[src/rtl/ex_arbiter_if.sv]
// Host-facing exception record channel: valid/ready record transfer plus the resume pulse.
interface ex_arbiter_if;
    logic        host_ex_valid;
    logic        host_ex_ready;
    logic [15:0] host_ex_data;
    logic        host_resume;

    modport master (
        output host_ex_valid,
        output host_ex_data,
        input  host_ex_ready,
        input  host_resume
    );

    modport slave (
        input  host_ex_valid,
        input  host_ex_data,
        output host_ex_ready,
        output host_resume
    );
endinterface

[src/rtl/ex_arbiter.sv]
// Round-robin selection of one stalled thread at a time; presents its record to the host,
// waits for the resume decision and pulses clr_ex back to that thread's status register.
module ex_arbiter #(
    parameter int NUM_THR = 4,
    parameter int PTR_W   = $clog2(NUM_THR)
) (
    input  logic                 clk,
    input  logic                 rst,
    input  logic [NUM_THR-1:0]   thr_stall,
    input  logic [6*NUM_THR-1:0] thr_ex_cause,
    input  logic [8*NUM_THR-1:0] thr_id,
    ex_arbiter_if.master         host,
    output logic [NUM_THR-1:0]   clr_ex,
    output logic                 busy,
    output logic [7:0]           ex_count
);
    localparam int unsigned NT = NUM_THR;

    typedef enum logic [1:0] {
        IDLE,
        PRESENT,
        WAIT_RESUME,
        CLEAR
    } state_t;

    state_t             r_state;
    logic [PTR_W-1:0]   r_rr_ptr;
    logic [PTR_W-1:0]   r_idx;
    logic [5:0]         r_cause;
    logic [7:0]         r_id;
    logic               r_valid;
    logic [NUM_THR-1:0] r_clr;
    logic [7:0]         r_count;

    logic               w_any;
    logic [PTR_W-1:0]   w_sel;
    logic [5:0]         w_cause;
    logic [7:0]         w_id;
    logic [PTR_W-1:0]   w_next_ptr;
    logic [NUM_THR-1:0] w_idx_oh;

    // Circular first-set search starting at the round-robin pointer.
    always_comb begin
        int unsigned cand;
        cand    = 0;
        w_any   = 1'b0;
        w_sel   = '0;
        w_cause = '0;
        w_id    = '0;
        for (int unsigned i = 0; i < NT; i++) begin
            cand = 32'(r_rr_ptr) + i;
            if (cand >= NT) begin
                cand = cand - NT;
            end
            if (!w_any && thr_stall[PTR_W'(cand)]) begin
                w_any   = 1'b1;
                w_sel   = PTR_W'(cand);
                w_cause = thr_ex_cause[6*cand +: 6];
                w_id    = thr_id[8*cand +: 8];
            end
        end
    end

    assign w_next_ptr = (w_sel == PTR_W'(NT - 1)) ? '0 : w_sel + PTR_W'(1);
    assign w_idx_oh   = {{(NUM_THR-1){1'b0}}, 1'b1} << r_idx;

    always_ff @(posedge clk) begin
        if (rst) begin
            r_state  <= IDLE;
            r_rr_ptr <= '0;
            r_idx    <= '0;
            r_cause  <= '0;
            r_id     <= '0;
            r_valid  <= 1'b0;
            r_clr    <= '0;
            r_count  <= '0;
        end else begin
            r_clr <= '0;
            unique case (r_state)
                IDLE: begin
                    if (w_any) begin
                        r_idx    <= w_sel;
                        r_cause  <= w_cause;
                        r_id     <= w_id;
                        r_valid  <= 1'b1;
                        r_rr_ptr <= w_next_ptr;
                        r_state  <= PRESENT;
                    end
                end
                PRESENT: begin
                    if (host.host_ex_ready) begin
                        r_valid <= 1'b0;
                        if (r_count != '1) begin
                            r_count <= r_count + 8'd1;
                        end
                        r_state <= WAIT_RESUME;
                    end
                end
                WAIT_RESUME: begin
                    // Resume wins over a simultaneous self-clear so the clear is still issued.
                    if (host.host_resume) begin
                        r_clr   <= w_idx_oh;
                        r_state <= CLEAR;
                    end else if (!thr_stall[r_idx]) begin
                        r_state <= IDLE;
                    end
                end
                CLEAR: begin
                    r_state <= IDLE;
                end
                default: begin
                    r_state <= IDLE;
                end
            endcase
        end
    end

    assign host.host_ex_valid = r_valid;
    assign host.host_ex_data  = {2'b00, r_id, r_cause};
    assign clr_ex             = r_clr;
    assign ex_count           = r_count;
    assign busy               = (r_state != IDLE);

endmodule

[src/flat_wrapper.sv]
// flat-port wrapper written by rule: the top's interface ports become plain ports
module ex_arbiter_flat 
#(
    parameter int NUM_THR = 4,
    parameter int PTR_W   = $clog2(NUM_THR)
)
  (clk, rst, thr_stall, thr_ex_cause, thr_id, clr_ex, busy, ex_count, host_host_ex_valid, host_host_ex_data, host_host_ex_ready, host_host_resume);
  ex_arbiter_if host_i ();
  input  logic clk;
  input  logic rst;
  input  logic [NUM_THR-1:0] thr_stall;
  input  logic [6*NUM_THR-1:0] thr_ex_cause;
  input  logic [8*NUM_THR-1:0] thr_id;
  output logic [NUM_THR-1:0] clr_ex;
  output logic busy;
  output logic [7:0] ex_count;
  output wire logic [$bits(host_i.host_ex_valid)-1:0] host_host_ex_valid;
  output wire logic [$bits(host_i.host_ex_data)-1:0] host_host_ex_data;
  input wire logic [$bits(host_i.host_ex_ready)-1:0] host_host_ex_ready;
  input wire logic [$bits(host_i.host_resume)-1:0] host_host_resume;
  assign host_host_ex_valid = host_i.host_ex_valid;
  assign host_host_ex_data = host_i.host_ex_data;
  assign host_i.host_ex_ready = host_host_ex_ready;
  assign host_i.host_resume = host_host_resume;
  ex_arbiter #(.NUM_THR(NUM_THR), .PTR_W(PTR_W)) u_core (.clk(clk), .rst(rst), .thr_stall(thr_stall), .thr_ex_cause(thr_ex_cause), .thr_id(thr_id), .host(host_i), .clr_ex(clr_ex), .busy(busy), .ex_count(ex_count));
endmodule
[config.mk]
export PLATFORM = sky130hd
export DESIGN_NAME = ex_arbiter_flat
export DESIGN_NICKNAME = d
export VERILOG_FILES = /design/src/rtl/ex_arbiter_if.sv /design/src/rtl/ex_arbiter.sv /design/src/flat_wrapper.sv
export SDC_FILE = /design/constraint.sdc
export NUM_CORES = 1
export LEC_CHECK = 0
export CELL_PAD_IN_SITES_DETAIL_PLACEMENT = 0
export CELL_PAD_IN_SITES_GLOBAL_PLACEMENT = 1
export CORE_MARGIN = 5
export CORE_UTILIZATION = 30
export CTS_BUF_LIST = sky130_fd_sc_hd__clkbuf_4
export CTS_CLUSTER_DIAMETER = 200
export DETAILED_ROUTE_END_ITERATION = 10
export GPL_ROUTABILITY_DRIVEN = 0
export GPL_TIMING_DRIVEN = 0
export HOLD_SLACK_MARGIN = 0.06
export PLACE_DENSITY_LB_ADDON = 0.08
export SLEW_MARGIN = 25
export SYNTH_ARGS = -nofsm -noshare
export SYNTH_HDL_FRONTEND = slang
export SYNTH_SLANG_ARGS = --single-unit
[constraint.sdc]
create_clock -name clk -period 5.4 [get_ports clk]
set_clock_uncertainty 0.05 [all_clocks]
set_input_delay 0.54 -clock clk [delete_from_list [all_inputs] [get_ports clk]]
set_output_delay 0.54 -clock clk [all_outputs]
set_load 0.05 [all_outputs]
==> impl_metrics.csv, run 1 <==
group,metric,value,unit
outcome,status,"finished clean",
global_route,antenna_found_initial,0,
synthesis,ys_types,69,
setup_path,worst-path-buf-inv,8,
synthesis,synth_edf_count,0,
synthesis,yosysSeqAreaShare,13.2,%
power_and_ir_drop,p_leak,2.18,nW
sta,worst_pin_slew,953,ps
synthesis,ys.warnings.count,0,
sta,finalSetupViolations,0,
place,numPortBuffers,84,
setup_path,cp_top_family,"buffers and inverters",
setup_path,cp_data_required_time,5600,ps
min_path,holdCritStartpoint,"u_core.r_cause[0]$_SDFFE_PP0P_",
routing,first_iter_violations,711,
sta,fin_crit,4520,ps
floorplan,num_rows,47,
routing,drc,0,
sta,worst_slew_margin_rel,34.8,%
power_and_ir_drop,ir_drop,256,uV
place,place_ws,918,ps
routing,routed_wl,22.6,mm
layout,antenna_cells,0,
floorplan,start_util,30.4,%
setup_path,crit_chain,"buf_4, inv_1, buf_1, buf_2, ha_1, buf_6, buf_2, buf_4, buf_2, nand2_1, a21oi_1, o32ai_1, a21oi_1, ha_1, o21ai_0, a21oi_1, nor2_1",
cts,cts_hold_buf,0,
routing,dr.pass1.iters,7,
floorplan,die_h,139,microns
setup_path,cp-end-kind,"flip-flop",
min_path,min_path_type,"reg -> reg",
sta,finalHoldViolCount,0,
cts,cts_resized,0,
sta,rsz0062_at_grt,"false",
floorplan,die_w,139,microns
synthesis,synthTopCellsByArea,"mux4_2, dfxtp_1, mux2i_1",
sta,slew_violations,0,
setup_path,worstSetupStartpointType,"flip-flop",
layout,finalNetCount,752,
floorplan,num_io_pins,94,
floorplan,die_area,19400,sq um
sta,worst_slack,877,ps
synthesis,yosys.area.top_type_share,23.0,%
sta,fin_setup_tns,0,ps
routing,vias_per_cell,6.20,
cts,insertion_delay,370,ps
setup_path,slowest_stage,"buf_1",
setup_path,r2r_start,"u_core.r_rr_ptr[0]$_SDFFE_PP0P_",
synthesis,synth_area,5000,sq um
synthesis,yosysTopAreaCell,"mux4_2",
place,dpl.hpwl,16.7,mm
setup_path,critPathLaunch,"u_core.r_rr_ptr[0]$_SDFFE_PP0P_",
cts,htree_levels,2,
synthesis,synth_seq_cells,33,
sta,fmax,221,MHz
setup_path,worstPathArrival,4720,ps
cts,cts_tree,"yes",
cts,path_clk_slew,120,ps
cts,root_buffer,"clkbuf_4",
routing,vias,5579,
job,drv_cap,0,
synthesis,synthArstFlopShare,0,%
power_and_ir_drop,powerDensity,539,nW/um^2
synthesis,synthCells,588,
global_route,grt_pass1_vias,5526,
routing,ant_nets,0,
setup_path,crit_path_max_fanout,12,
layout,seqCellArea,661,sq um
synthesis,synth_area_per_cell,8.51,sq um
setup_path,worstSetupPathType,"reg -> reg",
layout,multi_input_area,3950,sq um
global_route,grt_pass1_wl,34.1,mm
synthesis,synth_flop_cell,"dfxtp_1",
layout,layout-drive-gt1-share,18.5,%
routing,wl_per_cell,25.1,microns
layout,area_growth,23.8,%
cts,numClockSinks,33,
setup_path,slowest_delay,490,ps
cts,post-cts-setup-buffers,0,
global_route,grt.total_usage,22.5,%
floorplan,core-area,16500,sq um
global_route,overflow,0,
global_route,grt_max_degree,13,
cts,cts_buffers,5,
layout,fillers,1714,
cts,clockBufferDepth,2,
sta,fin_crit_sh,83.8,%
-- per-stage QoR --
| stage | total power, mW | std cells | area, sq um | hold WS, ps | util, % |
|---|---|---|---|---|---|
| floorplan | 2.28 | 589 | 5010 | 406 | - |
| global placement | 3.11 | 893 | 6120 | 430 | 37.2 |
| detailed placement | 3.10 | 893 | 6120 | 443 | 37.2 |
| CTS | 3.30 | 900 | 6200 | 461 | 37.6 |
| global route | 3.52 | 900 | 6200 | 496 | 37.6 |
| finish | 3.34 | 900 | 6200 | 454 | 37.6 |
-- path summary, 6_finish.rpt --
kind / end / slack, ps / depth (start not counted)
worst max register to register: u_core.r_rr_ptr[0]$_SDFFE_PP0P_ / 880 / 17
worst min register to register: u_core.r_cause[0]$_SDFFE_PP0P_ / 450 / 2
worst min-delay path: u_core.r_cause[0]$_SDFFE_PP0P_ / 450 / 2
worst max-delay path: u_core.r_rr_ptr[0]$_SDFFE_PP0P_ / 880 / 17
-- synth_stat cells (4+ instances only) --
master	number
dfxtp_1	33
a22oi_1	12
xor2_1	4
clkbuf_1	23
a31oi_1	4
mux2_2	23
o22ai_1	15
nand2b_1	11
nor3b_1	5
ha_1	8
o21ai_0	20
a21oi_1	28
mux2i_1	33
o211ai_1	4
nor2b_1	5
buf_4	10
or2_2	5
nor3_1	10
nand3_1	13
nand2_1	32
o21a_1	4
a2111oi_0	4
buf_1	4
nor4_1	7
buf_2	21
nor2_1	77
o31a_1	11
nand4_1	6
inv_1	24
o32ai_1	9
mux4_2	51
a211oi_1	8
and3_1	6
-- metal layers --
metal / up-vias / routed length (microns) / global-route usage, %
met1: 2740 / 9710 / 30.9
met2: 335 / 10300 / 35.8
met4: 0 / 697 / 7.72
met3: 50 / 1860 / 3.72
met5: - / 0 / 0
li1: 2454 / - / -
-- cells in the final DEF, fill, tap and decap left out, types with 7 or more instances in the layout --
master            n
nand3_1          13
a211oi_1          8
mux2i_1          33
o31a_1           11
nand2b_1         11
nand2_1          32
buf_4            10
nor4_1            7
mux4_2           51
dfxtp_1          33
inv_1            24
nor2_1           77
a22oi_1          12
nor3_1           10
o32ai_1           9
buf_2            21
ha_1              8
mux2_2           23
o22ai_1          15
clkdlybuf4s50_1  84
clkbuf_1         23
a21oi_1          28
o21ai_0          20
-- kinds of logic (layout without fill, tap and decap cells) --
| kind of cell | count (synthesis) | after routing | synth area share [%] |
|---|---|---|---|
| xor+xnor | 5 | 5 | 0.875 |
| flops | 33 | 33 | 13.2 |
| compound gates | 153 | 153 | 21.6 |
| mux | 108 | 108 | 35.2 |
| other cells | 1 | 2 | 0.0749 |
| buf+inv | 86 | 177 | 8.03 |
| fa+ha+maj | 8 | 8 | 2.00 |
| simple gates | 194 | 194 | 19.0 |
-- flip-flops by register name, summed over array words and instances, names as in the netlist --
signal,cells
u_core.clr_ex,4
u_core.ex_count,8
u_core.host.host_ex_valid,1
u_core.r_cause,6
u_core.r_id,8
u_core.r_idx,2
u_core.r_rr_ptr,2
u_core.r_state,2
-- power by group --
group | switching (mW) | total, mW | leakage [nW] | internal [mW]
Sequential | 0.0565 | 0.353 | 0.271 | 0.297
Combinational | 1.66 | 2.80 | 1.87 | 1.14
Clock | 0.0968 | 0.191 | 0.0410 | 0.0942
-- tightest hold or removal path, cell delays in order, from the launching register on --
cell	delay, ps
dfxtp_1	340
nand2_1	60
o21ai_0	60
-- layout make-up --
type	count	area share, %
Multi-Input combinational cell	470	63.7
Clock inverter	2	0.565
Inverter	26	1.58
Timing Repair Buffer	84	13.6
Buffer	60	4.91
Sequential cell	33	10.7
Tap cell	220	4.44
Clock buffer	5	0.606
No activity file was read; power rests on OpenSTA's default activity.
==> run 2, diff against run 1 <==
==> constraint.sdc (replaced) <==
create_clock -name clk -period 4.72 [get_ports clk]
set_clock_uncertainty 0.05 [all_clocks]
set_input_delay 0.472 -clock clk [delete_from_list [all_inputs] [get_ports clk]]
set_output_delay 0.472 -clock clk [all_outputs]
set_load 0.05 [all_outputs]
==> run 2 against run 1 <==
Critical path depth down 1. Flip-flop and latch count did not move. Count of clock-buffer cells in the layout unchanged. Sequential power up 14%. Global-route usage did not move. Non-clock buffer count fell by 2. Largest power group unchanged. Final area shrank 0.12%. Largest cell class unchanged. Fmax grew 6.9%. Final cell count shrank 0.22%. Via count decreased by 0.48%. Critical path type unchanged.
==> impl_metrics.csv, run 2 (same netlist as run 1, synthesis figures left out) <==
group,metric,value,unit
setup_path,crit_chain,"buf_4, inv_1, buf_2, ha_1, buf_6, buf_2, buf_4, buf_2, nand2_1, a21oi_1, o32ai_1, a21oi_1, ha_1, o21ai_0, a21oi_1, nor2_1",
power_and_ir_drop,power_frac_seq,10.6,%
sta,fin_setup_tns,0,ps
floorplan,num_rows,47,
global_route,busiest_layer,"met2",
cts,htree_levels,2,
power_and_ir_drop,switching_power,2.06,mW
setup_path,crit_path_max_fanout,13,
cts,numClockSinks,33,
cts,cts_tree,"yes",
routing,drc,0,
outcome,status,"finished clean",
setup_path,r2r_cells,16,
setup_path,worst-path-buf-inv,7,
setup_path,cp-end-kind,"flip-flop",
layout,fillers,1714,
global_route,grt.total_usage,22.5,%
power_and_ir_drop,clock_power_share,5.7,%
routing,routed_wl,22.4,mm
power_and_ir_drop,sw_frac_of_total,54.1,%
place,dp_cells,893,
layout,final_common_cell,"clkdlybuf4s50_1",
setup_path,cp_top_family,"buffers and inverters",
cts,post-cts-setup-buffers,0,
power_and_ir_drop,power,3.81,mW
layout,finalNetCount,750,
setup_path,worstSetupPathType,"reg -> reg",
power_and_ir_drop,p_comb_share,83.7,%
global_route,antenna_found_initial,0,
job,drv_cap,0,
min_path,min_path_type,"reg -> reg",
floorplan,core-area,16500,sq um
layout,most-common-layout-cells,"clkdlybuf4s50_1, nor2_1, mux4_2",
setup_path,cp_data_required_time,4910,ps
cts,cts_resized,0,
power_and_ir_drop,powerDensity,616,nW/um^2
setup_path,r2r_start,"u_core.r_rr_ptr[0]$_SDFFE_PP0P_",
sta,finalSetupViolations,0,
cts,cts_hold_buf,0,
global_route,use_met3,3.72,%
sta,fin_hold_ws,452,ps
floorplan,die_h,139,microns
floorplan,die_area,19400,sq um
routing,wl_per_cell,24.9,microns
sta,worst_slew_margin_rel,35.1,%
layout,layout-drive-gt1-share,18.6,%
layout,fin_cells,898,
global_route,grt_pass1_wl,34.1,mm
setup_path,r2r_end,"u_core.r_rr_ptr[0]$_SDFFE_PP0P_",
min_path,worstHoldPathCells,2,
cts,insertion_delay,360,ps
place,numPortBuffers,84,
sta,rsz0062_at_grt,"false",
layout,area_growth,23.7,%
setup_path,worstSetupStartpointType,"flip-flop",
global_route,met1_usage,30.9,%
setup_path,reg2reg_slack,490,ps
power_and_ir_drop,p_int,1.75,mW
routing,first_iter_violations,638,
floorplan,num_io_pins,94,
routing,vias_per_cell,6.18,
floorplan,die_w,139,microns
min_path,whs_endpoint,"u_core.r_cause[0]$_SDFFE_PP0P_",
setup_path,slowest_stage,"dfxtp_1",
layout,antenna_cells,0,
routing,ant_nets,0,
min_path,holdCritStartpoint,"u_core.r_cause[0]$_SDFFE_PP0P_",
layout,seqCellArea,661,sq um
sta,fmax,236,MHz
layout,multi_input_area,3950,sq um
setup_path,worstPathArrival,4430,ps
power_and_ir_drop,p_leak,2.18,nW
global_route,grt_max_degree,13,
floorplan,start_util,30.4,%
global_route,grt_use_met2,35.8,%
global_route,grt_pass1_vias,5526,
sta,slew_violations,0,
sta,fin_crit_sh,89.7,%
sta,finalHoldViolCount,0,
cts,clockBufferDepth,2,
sta,fin_crit,4230,ps
place,dpl.hpwl,16.7,mm
sta,worst_pin_slew,948,ps
cts,path_clk_slew,120,ps
routing,vias,5552,
routing,dr.pass1.iters,6,
power_and_ir_drop,ir_drop,295,uV
cts,root_buffer,"clkbuf_4",
setup_path,slowest_delay,490,ps
cts,cts_buffers,5,
global_route,overflow,0,
## run 2: area by class of cell
cell class	count	share of cell area, %
clock buffer	5	0.607
clock inverter	2	0.566
buffer	58	4.79
timing repair buffer	84	13.6
inverter	26	1.58
tap	220	4.45
sequential	33	10.7
multi-input combinational	470	63.7
## run 2: metal layers
layer	up-vias	wire length, microns
met3	50	1790
met1	2737	9730
met4	0	604
met5	-	0
li1	2448	-
met2	317	10300
## run 2: how the worst max path moves through the flow
stage | from | endpoint | slack, ps | depth (start not counted)
after CTS | u_core.r_rr_ptr[0]$_SDFFE_PP0P_ | u_core.r_rr_ptr[0]$_SDFFE_PP0P_ | 210 | 17
final | u_core.r_rr_ptr[0]$_SDFFE_PP0P_ | u_core.r_rr_ptr[0]$_SDFFE_PP0P_ | 490 | 16
after floorplan | u_core.r_rr_ptr[0]$_SDFFE_PP0P_ | u_core.r_rr_ptr[0]$_SDFFE_PP0P_ | 1410 | 17
after global routing | u_core.r_rr_ptr[0]$_SDFFE_PP0P_ | u_core.r_rr_ptr[0]$_SDFFE_PP0P_ | 120 | 16
after detailed placement | u_core.r_rr_ptr[0]$_SDFFE_PP0P_ | u_core.r_rr_ptr[0]$_SDFFE_PP0P_ | 240 | 17
after global placement | u_core.r_rr_ptr[0]$_SDFFE_PP0P_ | u_core.r_rr_ptr[0]$_SDFFE_PP0P_ | 190 | 17
## run 2: worst reg2reg max path: stages (launching register included)
cell and delay, ps:
dfxtp_1 490, buf_4 270, inv_1 280, buf_2 350
ha_1 340, buf_6 150, buf_2 320, buf_4 330
buf_2 340, nand2_1 130, a21oi_1 160, o32ai_1 90
a21oi_1 290, ha_1 220, o21ai_0 90, a21oi_1 180
nor2_1 50
## run 2: through the flow
stage                     area [sq um]  worst slack, ps  utilization, %
final                             6190              488            37.6
after global routing              6190              122            37.6
after CTS                         6200              205            37.6
after global placement            6120              194            37.2
after floorplan                   5010             1410               -
after detailed placement          6120              238            37.2
## run 2: power groups by stage
stage	Clock (mW)	Combinational [mW]	Sequential [mW]
floorplan	0	2.05	0.556
global placement	0	3.15	0.409
detailed placement	0	3.13	0.413
CTS	0.225	3.14	0.406
global route	0.233	3.37	0.416
finish	0.217	3.19	0.404
==> run 3, diff against run 2 <==
--- a/config.mk
+++ b/config.mk
@@ -7,7 +7,7 @@
 export LEC_CHECK = 0
 export CELL_PAD_IN_SITES_DETAIL_PLACEMENT = 0
 export CELL_PAD_IN_SITES_GLOBAL_PLACEMENT = 1
-export CORE_MARGIN = 5
+export CORE_MARGIN = 10
 export CORE_UTILIZATION = 30
 export CTS_BUF_LIST = sky130_fd_sc_hd__clkbuf_4
 export CTS_CLUSTER_DIAMETER = 200
==> run 3 against run 2 <==
Critical path depth unchanged. Utilization up 0.068 points. Worst setup slack worse by 18 ps. Register-to-register slack worse by 20 ps. Global-route usage down 2.7 points. Total power up 0.29%. Highest routed layer is now met5. Fmax down 0.42%. Final cell count up 0.22%. Final area up 0.18%. Critical path type unchanged.
==> impl_metrics.csv, run 3 (same netlist as run 1, synthesis figures left out) <==
group,metric,value,unit
routing,drc,0,
place,numPortBuffers,84,
layout,fillers,1733,
cts,post-cts-setup-buffers,0,
global_route,grt_pass1_vias,5544,
min_path,min_path_type,"reg -> reg",
layout,layout-drive-gt1-share,18.5,%
floorplan,die_w,149,microns
sta,finalHoldViolCount,0,
sta,slew_violations,0,
cts,clockBufferDepth,2,
layout,antenna_cells,0,
floorplan,num_io_pins,94,
routing,vias_per_cell,6.29,
routing,dr.pass1.iters,5,
sta,worst_slack,469,ps
layout,fin_cells,900,
cts,root_buffer,"clkbuf_4",
sta,finalSetupViolations,0,
global_route,grt_max_degree,13,
place,dpl.hpwl,17.1,mm
setup_path,cp_data_required_time,4920,ps
job,drv_cap,0,
routing,ant_nets,0,
sta,fin_crit_sh,90.1,%
routing,vias,5659,
setup_path,worstSetupStartpointType,"flip-flop",
routing,routed_wl,22.7,mm
outcome,status,"finished clean",
sta,worst_slew_margin_rel,46.2,%
power_and_ir_drop,powerDensity,617,nW/um^2
layout,final_common_cell,"clkdlybuf4s50_1",
sta,worst_pin_slew,803,ps
cts,path_clk_slew,120,ps
sta,rsz0062_at_grt,"false",
routing,first_iter_violations,688,
setup_path,cp-end-kind,"flip-flop",
cts,cts_hold_buf,0,
setup_path,worstPathArrival,4450,ps
global_route,antenna_found_initial,1,
sta,fmax,235,MHz
setup_path,crit_path_max_fanout,13,
global_route,overflow,0,
global_route,grt.total_usage,19.7,%
layout,most-common-layout-cells,"clkdlybuf4s50_1, nor2_1, mux4_2",
floorplan,start_util,30.4,%
place,place_ws,214,ps
routing,wl_per_cell,25.2,microns
power_and_ir_drop,ir_drop,227,uV
sta,fin_crit,4250,ps
cts,cts_tree,"yes",
floorplan,die_area,22200,sq um
layout,area_growth,23.9,%
floorplan,die_h,149,microns
layout,finalNetCount,751,
sta,fin_setup_tns,0,ps
place,dp_cells,893,
floorplan,core-area,16500,sq um
setup_path,worstSetupPathType,"reg -> reg",
cts,cts_resized,0,
cts,insertion_delay,360,ps
cts,cts_buffers,5,
cts,numClockSinks,33,
floorplan,num_rows,47,
cts,htree_levels,2,
power_and_ir_drop,p_leak,2.18,nW
global_route,grt_pass1_wl,34.3,mm
==> run 3: cell types whose count changed in the layout (fill, tap and decap cells not counted), sizes merged <==
cell,previous run,this run
clkinvlp,0,1
clkbuf,27,28
==> run 3: area by class of cell <==
| type | count | area (sq um) | area share [%] |
|---|---|---|---|
| multi-input combinational | 470 | 3950 | 63.7 |
| timing repair buffer | 84 | 841 | 13.6 |
| sequential | 33 | 661 | 10.7 |
| buffer | 59 | 300 | 4.84 |
| tap | 220 | 275 | 4.44 |
| inverter | 26 | 97.6 | 1.57 |
| clock inverter | 3 | 41.3 | 0.666 |
| clock buffer | 5 | 37.5 | 0.605 |
==> run 3: routing by layer <==
layer	track usage [%]	wire, microns	part of all wire [%]	vias to the layer above
met4	6.87	638	2.8	2
met5	0	13	0.057	-
li1	-	-	-	2451
met3	4.13	2160	9.5	56
met2	31.0	10300	45	381
met1	26.2	9590	42	2769
==> run 3: worst max-delay path: stages (launching register included) <==
cell     delay, ps
dfxtp_1        500
buf_4          270
inv_1          300
buf_2          350
ha_1           340
buf_6          150
buf_2          310
buf_4          320
buf_2          350
nand2_1        120
a21oi_1        170
o32ai_1        100
a21oi_1        250
ha_1           200
o21ai_0         90
a21oi_1        190
nor2_1          50
==> run 3: path summary, 6_finish.rpt <==
kind / startpoint / end / slack, ps / cells past startpoint
hold / removal: u_core.host.host_ex_valid$_SDFFE_PP0P_ / u_core.host.host_ex_valid$_SDFFE_PP0P_ / 450 / 2
setup / recovery: u_core.r_rr_ptr[0]$_SDFFE_PP0P_ / u_core.r_rr_ptr[0]$_SDFFE_PP0P_ / 470 / 16
setup reg to reg: u_core.r_rr_ptr[0]$_SDFFE_PP0P_ / u_core.r_rr_ptr[0]$_SDFFE_PP0P_ / 470 / 16
hold reg to reg: u_core.host.host_ex_valid$_SDFFE_PP0P_ / u_core.host.host_ex_valid$_SDFFE_PP0P_ / 450 / 2
==> run 3: power by group <==
part	total, mW	internal (mW)	switching [mW]
combinational	3.19	1.30	1.89
sequential	0.405	0.340	0.0649
clock	0.224	0.110	0.114
total	3.82	1.75	2.07
==> run 3: through the flow <==
stage	hold slack (ps)	instance area [sq um]	power, mW	util, %
final	454	6200	3.82	37.7
after global routing	473	6200	4.04	37.7
after CTS	454	6200	3.78	37.7
after detailed placement	434	6120	3.54	37.2
after global placement	430	6120	3.56	37.2
after floorplan	406	5010	2.61	-
